`config.mk`:
```
export PLATFORM = sky130hd
export DESIGN_NAME = uart_prog_loader
export DESIGN_NICKNAME = d
export VERILOG_FILES = /design/src/rtl/uart_prog_loader.sv
export SDC_FILE = /design/constraint.sdc
export NUM_CORES = 1
export LEC_CHECK = 0
export CAP_MARGIN = 15
export CORE_AREA = 4 4 96 98
export DETAILED_ROUTE_END_ITERATION = 10
export DIE_AREA = 0 0 100 102
export PLACE_DENSITY = 0.73
export RECOVER_POWER = 25
export SYNTH_ARGS = -nofsm -noshare
export SYNTH_HDL_FRONTEND = slang
export SYNTH_SLANG_ARGS = --single-unit
export TNS_END_PERCENT = 30
```
`constraint.sdc`:
```
create_clock -name clk_i -period 1.8 [get_ports clk_i]
set_input_delay 0.36 -clock clk_i [delete_from_list [all_inputs] [get_ports clk_i]]
set_output_delay 0.36 -clock clk_i [all_outputs]
set_load 0.02 [all_outputs]
```
`src/rtl/uart_prog_loader.sv`:
```
// rtl/uart_prog_loader.sv - packs UART RX bytes into words and writes them to instruction memory
//
// Purpose:
//   Collects received bytes little-endian into 32-bit words.
//   Each completed word is written through a req/gnt port at an auto-incrementing word address.
//   Loading stops when a word equal to END_WORD completes on a 4-byte boundary.
//   That marker word is never written.
//   A one-byte hold buffer absorbs a byte that arrives while a write is waiting for its grant.
//
// Ports:
//   clk_i, rst_ni                 clock, asynchronous active-low reset
//   en_i                          loader enable (level); low aborts to IDLE
//   rx_dv_i, rx_byte_i            byte strobe and byte from the UART receiver
//   mem_req_o, mem_we_o           write request / write enable, held until mem_gnt_i
//   mem_addr_o, mem_wdata_o       word address and assembled word
//   mem_wmask_o                   4'hF while requesting, else 0
//   mem_gnt_i                     memory grant
//   busy_o, done_o                collecting/writing, end marker seen
//   overrun_o                     sticky: a byte was dropped
//   word_count_o                  words written since load start
//   csum_o                        mod-256 sum of accepted bytes (only with LOADER_CHECKSUM_EN)
//
// Build option:
//   LOADER_CHECKSUM_EN            adds csum_o and its accumulator

module uart_prog_loader #(
  parameter int unsigned ADDR_WIDTH = 12,
  parameter logic [31:0] END_WORD   = 32'h00000FFF
) (
  input  logic                  clk_i,
  input  logic                  rst_ni,
  input  logic                  en_i,
  input  logic                  rx_dv_i,
  input  logic [7:0]            rx_byte_i,
  output logic                  mem_req_o,
  output logic                  mem_we_o,
  output logic [ADDR_WIDTH-1:0] mem_addr_o,
  output logic [31:0]           mem_wdata_o,
  output logic [3:0]            mem_wmask_o,
  input  logic                  mem_gnt_i,
  output logic                  busy_o,
  output logic                  done_o,
  output logic                  overrun_o,
  output logic [ADDR_WIDTH:0]   word_count_o
`ifdef LOADER_CHECKSUM_EN
  ,
  output logic [7:0]            csum_o
`endif
);

  typedef enum logic [1:0] {
    S_IDLE    = 2'd0,
    S_COLLECT = 2'd1,
    S_WRITE   = 2'd2,
    S_DONE    = 2'd3
  } state_e;

  localparam logic [ADDR_WIDTH-1:0] ADDR_ONE  = {{(ADDR_WIDTH-1){1'b0}}, 1'b1};
  localparam logic [ADDR_WIDTH:0]   COUNT_ONE = {{ADDR_WIDTH{1'b0}}, 1'b1};

  state_e                state_q, state_d;
  logic [ADDR_WIDTH-1:0] addr_q, addr_d;
  logic [1:0]            idx_q, idx_d;
  logic [31:0]           word_q, word_d;
  logic [ADDR_WIDTH:0]   count_q, count_d;
  logic                  overrun_q, overrun_d;
  logic                  hold_valid_q, hold_valid_d;
  logic [7:0]            hold_byte_q, hold_byte_d;

  logic                  take;
  logic [7:0]            in_byte;

`ifdef LOADER_CHECKSUM_EN
  logic [7:0]            csum_q, csum_d;
`else
  // Checksum disabled: no accumulator state exists in this build.
`endif

  always_comb begin
    state_d      = state_q;
    addr_d       = addr_q;
    idx_d        = idx_q;
    word_d       = word_q;
    count_d      = count_q;
    overrun_d    = overrun_q;
    hold_valid_d = hold_valid_q;
    hold_byte_d  = hold_byte_q;
    take         = 1'b0;
    in_byte      = 8'h00;
`ifdef LOADER_CHECKSUM_EN
    csum_d       = csum_q;
`endif

    case (state_q)
      S_IDLE: begin
        if (en_i) begin
          state_d      = S_COLLECT;
          addr_d       = '0;
          idx_d        = '0;
          word_d       = '0;
          count_d      = '0;
          overrun_d    = 1'b0;
          hold_valid_d = 1'b0;
          hold_byte_d  = '0;
`ifdef LOADER_CHECKSUM_EN
          csum_d       = '0;
`endif
        end
      end

      S_COLLECT: begin
        if (!en_i) begin
          state_d = S_IDLE;
        end else begin
          // The held byte arrived first, so it is consumed before a new strobe;
          // a simultaneous strobe refills the hold slot, keeping order intact.
          if (hold_valid_q) begin
            take         = 1'b1;
            in_byte      = hold_byte_q;
            hold_valid_d = rx_dv_i;
            if (rx_dv_i) begin
              hold_byte_d = rx_byte_i;
            end
          end else if (rx_dv_i) begin
            take    = 1'b1;
            in_byte = rx_byte_i;
          end

          if (take) begin
            word_d[{idx_q, 3'b000} +: 8] = in_byte;
            idx_d = idx_q + 2'd1;
`ifdef LOADER_CHECKSUM_EN
            csum_d = csum_q + in_byte;
`endif
            if (idx_q == 2'd3) begin
              state_d = (word_d == END_WORD) ? S_DONE : S_WRITE;
            end
          end
        end
      end

      S_WRITE: begin
        if (!en_i) begin
          state_d = S_IDLE;
        end else begin
          if (rx_dv_i) begin
            if (!hold_valid_q) begin
              hold_valid_d = 1'b1;
              hold_byte_d  = rx_byte_i;
            end else begin
              overrun_d = 1'b1;
            end
          end
          if (mem_gnt_i) begin
            addr_d  = addr_q + ADDR_ONE;
            count_d = count_q + COUNT_ONE;
            idx_d   = '0;
            state_d = S_COLLECT;
          end
        end
      end

      S_DONE: begin
        if (!en_i) begin
          state_d = S_IDLE;
        end
      end

      default: state_d = S_IDLE;
    endcase
  end

  always_ff @(posedge clk_i or negedge rst_ni) begin
    if (!rst_ni) begin
      state_q      <= S_IDLE;
      addr_q       <= '0;
      idx_q        <= '0;
      word_q       <= '0;
      count_q      <= '0;
      overrun_q    <= 1'b0;
      hold_valid_q <= 1'b0;
      hold_byte_q  <= '0;
    end else begin
      state_q      <= state_d;
      addr_q       <= addr_d;
      idx_q        <= idx_d;
      word_q       <= word_d;
      count_q      <= count_d;
      overrun_q    <= overrun_d;
      hold_valid_q <= hold_valid_d;
      hold_byte_q  <= hold_byte_d;
    end
  end

`ifdef LOADER_CHECKSUM_EN
  always_ff @(posedge clk_i or negedge rst_ni) begin
    if (!rst_ni) begin
      csum_q <= '0;
    end else begin
      csum_q <= csum_d;
    end
  end

  assign csum_o = csum_q;
`endif

  // Request is decoded straight from the state register so an async reset
  // drops it immediately, without waiting for a clock edge.
  assign mem_req_o    = (state_q == S_WRITE);
  assign mem_we_o     = mem_req_o;
  assign mem_wmask_o  = mem_req_o ? 4'hF : 4'h0;
  assign mem_addr_o   = addr_q;
  assign mem_wdata_o  = word_q;
  assign busy_o       = (state_q == S_COLLECT) || (state_q == S_WRITE);
  assign done_o       = (state_q == S_DONE);
  assign overrun_o    = overrun_q;
  assign word_count_o = count_q;

endmodule

```
==> After elaboration in Yosys (flattened, before gate mapping) <==
Index checks and enable logic that the tools add are counted.
{ "word_totals": {"wordCells": 100, "out_inout_bits": 66, "input_bits": 13, "reg_bits": 71} }
{ "op_classes": {"shifts": 2, "n_eq_ne": 19, "muxes": 55, "n_reduce_logical": 12, "add_sub_neg": 4} }
{ "ops": {"columns": ["cell", "count"], "rows": [
  ["32-bit two-way mux", 3],
  ["8-bit two-way mux", 11],
  ["32-bit case mux with 2 select lines", 1],
  ["13-bit two-way mux", 3],
  ["12-bit two-way mux", 3],
  ["32-bit bitwise mux", 1],
  ["32-bit by 12-bit equality test with 1-bit output (second input constant)", 1],
  ["8-bit by 7-bit variable shift with 32-bit output (first input constant)", 1],
  ["8-bit by 7-bit variable part select with 32-bit output", 1],
  ["13-bit case mux with 2 select lines", 1],
  ["2-bit two-way mux", 12],
  ["12-bit case mux with 2 select lines", 1],
  ["8-bit case mux with 3 select lines", 1],
  ["2-bit inequality test (second input constant)", 8],
  ["5-bit AND reduction", 3],
  ["13-bit by 1-bit adder with 13-bit output (second input constant)", 1],
  ["1-bit two-way mux", 13],
  ["12-bit by 1-bit adder with 12-bit output (second input constant)", 1],
  ["2-bit case mux with 4 select lines", 1],
  ["4-bit AND reduction", 2],
  ["8-bit AND reduction", 1],
  ["5-bit negation with 7-bit output", 1],
  ["2-bit equality test (second input constant)", 3],
  ["2-bit by 1-bit inequality test with 1-bit output (second input constant)", 3],
  ["13 further kinds", 15]
]} }

==> Depth between registers and ports, before layout <==
Gate-level depths: netlist (run 1).
{ "depth": {"depth_word": 12, "depth_mapped": 9, "ltp_nobuf": 7} }

==> Worst setup path before layout (run 1) <==
No wires, ideal clock.
{ "synth_path": {"kind": "register to register", "from": "reg idx_q[0]", "to": "reg state_q[0]", "setup_ns": 0.092, "arrival_ns": 1.911, "synth_period_minus_slack_ns": 2.002, "path_slack_ns": -0.202, "stages_incl_launch_ff": 8, "required_time_ns": 1.708, "path_buffers": 1, "cell_sequence": "dfrtp_1 buf_2 inv_1 ha_1 or3_1 o32ai_1 nand4_1 o31ai_2"} }
{ "synth_between": {"elab_chain_cells": 9, "elab_cells_between_ends": 13, "cone_classes": "add/sub: 1; eq/ne: 3; shift: 2; mux: 6; reduce/logical: 1"} }
{ "synth_rtl": {"columns": ["item", "line_no", "rtl"], "rows": [
  ["start: declaration", "63", "logic [1:0] idx_q, idx_d;"],
  ["start signal: assignment", "186", "idx_q <= idx_d;"],
  ["5-bit negation with 7-bit output", "130", "word_d[{idx_q, 3'b000} +: 8] = in_byte;"],
  ["8-bit by 7-bit variable part select with 32-bit output / 8-bit by 7-bit variable shift with 32-bit output (equally long branches)", "130", null],
  ["32-bit bitwise mux", "130", null],
  ["32-bit by 12-bit equality test with 1-bit output", "136", "state_d = (word_d == END_WORD) ? S_DONE : S_WRITE;"],
  ["1-bit two-way mux", "136", null],
  ["2-bit two-way mux", "135", "if (idx_q == 2'd3) begin"],
  ["2-bit two-way mux", "129", "if (take) begin"],
  ["2-bit two-way mux", "112", "if (!en_i) begin"],
  ["2-bit case mux with 4 select lines", "94", "case (state_q)"],
  ["end signal: assignment", "184", "state_q <= state_d;"],
  ["end: declaration", "61", "state_e state_q, state_d;"]
]} }
Parallel ways exist; a longest one is shown, timed or not. The select of a mux whose other input is x is not followed.
A chain may end at the register's enable or synchronous reset.

==> Worst setup path after layout (run 1) <==
Ends and elaborated chain as after synthesis.

==> results.cfg, run 1 <==
[sta]
worst_pin_slew_ns = 1.56
hold_viol = 0
finalSetupViolCount = 2
fin_skew_ns = 0.0109
period_minus_slack_ns = 1.92
period_share_pct = 107
slew_headroom_pct = -4.03
max_freq_ghz = 0.520
final.setup.worst_slack_ns = -0.121
rsz0062_at_grt = true
final_max_slew_viol_count = 72

[synthesis]
ys_types = 55
ys.flop_type = dfrtp_1
synth.most_common_cell = dfrtp_1
yosysTopAreaCellShare_pct = 46.4
netlist_area_um2 = 3830
yosysSeqAreaShare_pct = 46.4
yosys-top-cells-count = dfrtp_1, nand2_1, o21ai_0
synthTopCellsByArea = dfrtp_1, o21ai_0, nand2_1
synth.largest_area_cell = dfrtp_1
ys_warn_count = 0
synthArstFlopShare_pct = 100
synth_enable_flop_cells = 0
netlist_instances = 415
ys_ff_latch = 71
avgSynthCellArea_um2 = 9.22
synth_nets = 440

[run_status]
status = finished, violations left
violations = capacitance limit, slew limit, setup timing

[routing]
avgViaCountPerCell = 5.47
drt-initial-drc-count = 174
drt_wl_total_um = 10900
first_pass_iters = 5
vias = 3642
antenna_left = 0
drcViolationCount = 0
routedWlPerCell_um = 16.3

[power_and_ir_drop]
clock_power_share_pct = 17.9
swShare_pct = 39.4
finalPower_mw = 6.80
power_leakage_nw = 2.65
p_per_area_nw_per_um2 = 1210
p_int_mw = 4.12
power.switching_mw = 2.68
comb_power_share_pct = 53.1
p_seq_share_pct = 29.0
vdd_drop_max_mv = 0.934

[worst_setup_path]
reg2reg_slack_ns = -0.12
regToRegEndpoint = state_q[0]$_DFFE_PN0P_
crit_path_end_kind = flop
rr_worst_depth = 8
cp.required_ns = 2.07
worstPathMaxFanout = 4
worstSetupPathType = flop to flop
cp.arrival_ns = 2.19
critical_path.reg2reg.startpoint = idx_q[0]$_DFFE_PN0P_
crit_path_start_kind = flop

[clocking]
clk_latency_ns = 0.36
root_buffer = clkbuf_8
clock_path_buffers = 2
cts_tree = done
hold_buffers = 0
cts_buffers = 9
clk_pin_slew_ns = 0.08
htreeDepth = 3
cts_sinks = 71

[place]
io_buffer_count = 78
dpl.hpwl_um = 7650
gp_congestion = 0.941

[layout]
final_util_pct = 66.3
syn_to_final_growth_pct = 46.8
final_nets = 579
fill_cells = 688
diodes = 0
drive_gt1_share_pct = 26.7

[die]
start_util_pct = 45.2
fp.dieArea_um2 = 10200
die_h_um = 102
die-width_um = 100
rows = 34
coreArea_um2 = 8470
ios = 79

[global_route]
grt_max_degree = 72
grt_pass1_wl_um = 16400
grt.total_usage_pct = 20.4
grt_antenna_before_repair = 0
grt_pass1_vias = 3345
overflow = 0

[run]
cap_violations = 1

[min_path]
min_path_type = input pin to async pin
==> final cells by class <==
| class | count | area, um^2 | share of cell area (%) |
|---|---|---|---|
| clock inverters | 4 | 47.5 | 0.847 |
| flip-flops and latches | 71 | 1780 | 31.7 |
| multi-input cells | 301 | 2090 | 37.2 |
| repair buffers | 149 | 1350 | 24.1 |
| clock buffers | 11 | 131 | 2.34 |
| inverters | 22 | 82.6 | 1.47 |
| well taps | 108 | 135 | 2.41 |
==> registers in the layout, indices dropped and copies added, names as in the netlist <==
register / cells
mem_wdata_o: 32
word_count_o: 13
mem_addr_o: 12
hold_byte_q: 8
idx_q: 2
state_q: 2
hold_valid_q: 1
overrun_o: 1
==> power groups by stage <==
stage                     logic (mW)  registers [mW]  clock network [mW]
after CTS                       3.10            1.97                1.24
final                           3.61            1.97                1.22
after floorplan                 1.68            2.05                   0
after global routing            3.86            1.99                1.33
after global placement          2.85            1.99                   0
after detailed placement        2.93            1.99                   0
==> critical path, stage by stage (launching register included) <==
cell and delay, ns:
dfrtp_1 0.41, buf_4 0.13, buf_6 0.09, ha_2 0.17, o21ai_1 0.08, a221o_1 0.34
mux2i_4 0.23, mux2_4 0.33, o31ai_2 0.06
==> what timing repair did <==
item	CTS	global route
endpoints found under the setup margin	45	84
buffers inserted	3	9
gates resized for setup	45	71
cloned	0	1
pin swaps	5	14
==> per-layer routing <==
layer	share of wire [%]	track usage, %	vias to the layer above	routed length (um)
li1	-	-	1733	-
met1	42	26.8	1783	4530
met2	50	32.5	107	5460
met3	6.0	4.23	19	655
met4	2.1	9.33	0	226
met5	0	0	-	0
==> through the flow <==
| stage | cell area [um^2] | cells | setup slack (ns) | hold slack (ns) | TNS, ns |
|---|---|---|---|---|---|
| after global placement | 5110 | 638 | -0.321 | 0.416 | -5.66 |
| after detailed placement | 5110 | 638 | -0.352 | 0.417 | -8.25 |
| final | 5620 | 666 | -0.121 | 0.500 | -0.215 |
| after CTS | 5390 | 656 | -0.0936 | 0.0346 | -0.867 |
| after floorplan | 3880 | 415 | -0.00342 | 0.0644 | -0.00342 |
| after global routing | 5620 | 666 | -0.196 | 0.542 | -0.845 |
==> cell families (layout without fill, tap and decap cells) <==
logic type	after synthesis	count (layout)	share of synthesized area [%]
and+or+nand+nor	164	164	21.3
AOI/OAI and AO/OA	102	102	17.2
DFF	71	71	46.4
buffers and inverters	43	186	5.49
xor gates and xnor gates	15	15	3.43
adders and majority gates	12	12	3.92
muxes	8	8	2.22
==> cells in the final DEF (no fill, tap or decap), types with 5 or more instances in the layout <==
| cell type | n |
|---|---|
| nand2_2 | 7 |
| xor2_1 | 6 |
| o21ai_0 | 42 |
| nand2_1 | 55 |
| o21ai_1 | 6 |
| and2_1 | 5 |
| dfrtp_1 | 70 |
| xnor2_1 | 9 |
| inv_1 | 18 |
| nor2_1 | 27 |
| buf_2 | 8 |
| nand4_1 | 8 |
| clkbuf_8 | 9 |
| o31ai_1 | 5 |
| nor3_1 | 5 |
| buf_4 | 61 |
| buf_6 | 8 |
| a22o_1 | 7 |
| dlymetal6s2s_1 | 13 |
| nand3_1 | 13 |
| ha_4 | 5 |
| or3_1 | 7 |
| clkdlybuf4s50_1 | 53 |
| a21oi_1 | 11 |
==> worst max path at each step <==
stage | start | end | slack, ns
global route | idx_q[0]$_DFFE_PN0P_ | state_q[0]$_DFFE_PN0P_ | -0.20
finish | idx_q[0]$_DFFE_PN0P_ | state_q[0]$_DFFE_PN0P_ | -0.12
CTS | idx_q[0]$_DFFE_PN0P_ | state_q[0]$_DFFE_PN0P_ | -0.09
global placement | mem_gnt_i | state_q[0]$_DFFE_PN0P_ | -0.32
floorplan | state_q[1]$_DFFE_PN0P_ | state_q[0]$_DFFE_PN0P_ | -0.003
detailed placement | mem_gnt_i | state_q[0]$_DFFE_PN0P_ | -0.35
Note: power is estimated with default switching activity, not from simulation.
==> run 2: changes to the inputs <==
CTS_CLUSTER_SIZE = 24   (was unset)
clock period = 1.6 ns   (was 1.8 ns; I/O delays follow)
==> results.cfg, run 2 (synthesis results as in run 1) <==
[sta]
max_freq_ghz = 0.512
finalSetupViolCount = 74
fin_skew_ns = 0.00718
period_minus_slack_ns = 1.95
final_max_slew_viol_count = 0
period_share_pct = 122
rsz0062_at_grt = true
hold_viol = 0
worst_pin_slew_ns = 0.964
final.setup.worst_slack_ns = -0.354
slew_headroom_pct = 35.7

[routing]
first_pass_iters = 6
avgViaCountPerCell = 5.38
drcViolationCount = 0
vias = 3714
antenna_left = 0
drt-initial-drc-count = 268
routedWlPerCell_um = 15.8
drt_wl_total_um = 10900

[global_route]
grt_pass1_vias = 3638
busiest_layer = met2
grt_pass1_wl_um = 17400
overflow = 0
grt.total_usage_pct = 21.2
globalRouteMet1Util_pct = 28.4
grt_antenna_before_repair = 0
grt_use_met3_pct = 3.75
met2_usage_pct = 35.5
grt_max_degree = 72

[min_path]
min_path_type = input pin to async pin

[worst_setup_path]
cp.required_ns = 1.85
crit_path_start_kind = flop
crit_path_end_kind = flop
cp.arrival_ns = 2.20
worstSetupPathType = flop to flop
worstPathMaxFanout = 5

[die]
die_h_um = 102
start_util_pct = 45.2
die-width_um = 100
rows = 34
coreArea_um2 = 8470
fp.dieArea_um2 = 10200
ios = 79

[power_and_ir_drop]
power_leakage_nw = 2.80
power.switching_mw = 2.97
swShare_pct = 39.7
p_per_area_nw_per_um2 = 1300
vdd_drop_max_mv = 1.23
comb_power_share_pct = 53.2
finalPower_mw = 7.48
clock_power_share_pct = 17.0
p_int_mw = 4.51
p_seq_share_pct = 29.8

[layout]
final_common_cell = buf_4
final_cell_mix = buf_4, dfrtp_1, dlygate4sd2_1
drive_gt1_share_pct = 31.4
regArea_um2 = 1780
final_cell_area_um2 = 5750
fill_cells = 655
syn_to_final_growth_pct = 50.3
multi_input_area_um2 = 2110
final_nets = 603
diodes = 0
largest_reg_flops = 32

[run_status]
status = finished, violations left
violations = setup timing

[clocking]
hold_buffers = 0
cts_tree = done
clk_latency_ns = 0.34
clock_path_buffers = 2
cts_buffers = 9
htreeDepth = 3
cts_sinks = 71
root_buffer = clkbuf_8
clk_pin_slew_ns = 0.08

[place]
gp_congestion = 1.02
io_buffer_count = 78
place_ws_ns = -0.529
placed_area_um2 = 5370
dpl.hpwl_um = 7810

[run]
cap_violations = 0
run 2: changes by cell type in the layout (fill, tap and decap cells not counted), sizes merged, moves of 3 or more:
| cell | previous run | this run |
|---|---|---|
| clkinvlp | 1 | 4 |
| dlymetal6s2s | 13 | 0 |
| buf | 79 | 102 |
| clkdlybuf4s50 | 53 | 11 |
| dlygate4sd2 | 3 | 58 |
run 2: path summary, 6_finish.rpt:
check | startpoint | end | slack [ns] | cells after the start
hold / removal | rst_ni | mem_wdata_o[20]$_DFFE_PN0P_ | 0.25 | 2
hold reg to reg | mem_wdata_o[6]$_DFFE_PN0P_ | mem_wdata_o[6]$_DFFE_PN0P_ | 0.51 | 2
setup reg to reg | idx_q[0]$_DFFE_PN0P_ | state_q[0]$_DFFE_PN0P_ | -0.35 | 8
setup / recovery | idx_q[0]$_DFFE_PN0P_ | state_q[0]$_DFFE_PN0P_ | -0.35 | 8
min in group clk_i | mem_wdata_o[6]$_DFFE_PN0P_ | mem_wdata_o[6]$_DFFE_PN0P_ | 0.51 | 2
max in group asynchronous | rst_ni | idx_q[0]$_DFFE_PN0P_ | 0.68 | 2
run 2: power groups by stage:
stage / logic [mW] / registers [mW] / clock network [mW]
2_1_floorplan: 1.93 / 2.31 / 0
3_3_place_gp: 3.38 / 2.24 / 0
3_5_place_dp: 3.45 / 2.25 / 0
4_1_cts: 3.65 / 2.22 / 1.30
5_1_grt: 4.29 / 2.25 / 1.38
6_report: 3.98 / 2.23 / 1.27
run 2: per-layer routing:
metal,wire length [um],share of wire (%),up-vias
met5,0,0,-
met2,5470,50,109
met1,4780,44,1805
met3,498,4.6,15
li1,-,-,1785
met4,150,1.4,0
run 2: timing repair:
| item | CTS | global route |
|---|---|---|
| pin swaps | 17 | 8 |
| endpoints found under the setup margin | 136 | 79 |
| setup buffers | 4 | 5 |
| gates resized for setup | 141 | 25 |
| cloned | 0 | 0 |
run 2: worst max-delay path, stage by stage, from the launching register on:
cell and delay, ns:
dfrtp_2 0.46, inv_4 0.09, ha_4 0.21, buf_6 0.12
nor3b_4 0.23, a21bo_2 0.26, o211ai_1 0.09, nand4_1 0.13
o31ai_2 0.27
run 2: cell type report:
| class | count | area share [%] |
|---|---|---|
| Multi-Input combinational cell | 301 | 36.7 |
| Tap cell | 108 | 2.35 |
| Clock inverter | 5 | 0.609 |
| Clock buffer | 10 | 2.39 |
| Timing Repair Buffer | 173 | 25.5 |
| Inverter | 22 | 1.48 |
| Sequential cell | 71 | 30.9 |
run 2: stage by stage:
| step | std cells | setup TNS [ns] | hold WS, ns | utilization (%) |
|---|---|---|---|---|
| after global routing | 690 | -15.85 | 0.335 | 67.9 |
| after CTS | 686 | -8.13 | 0.00544 | 66.3 |
| after floorplan | 415 | -3.37 | 0.0244 | - |
| after global placement | 667 | -16.32 | 0.377 | 63.4 |
| after detailed placement | 667 | -18.61 | 0.378 | 63.4 |
| final | 690 | -9.59 | 0.249 | 67.9 |
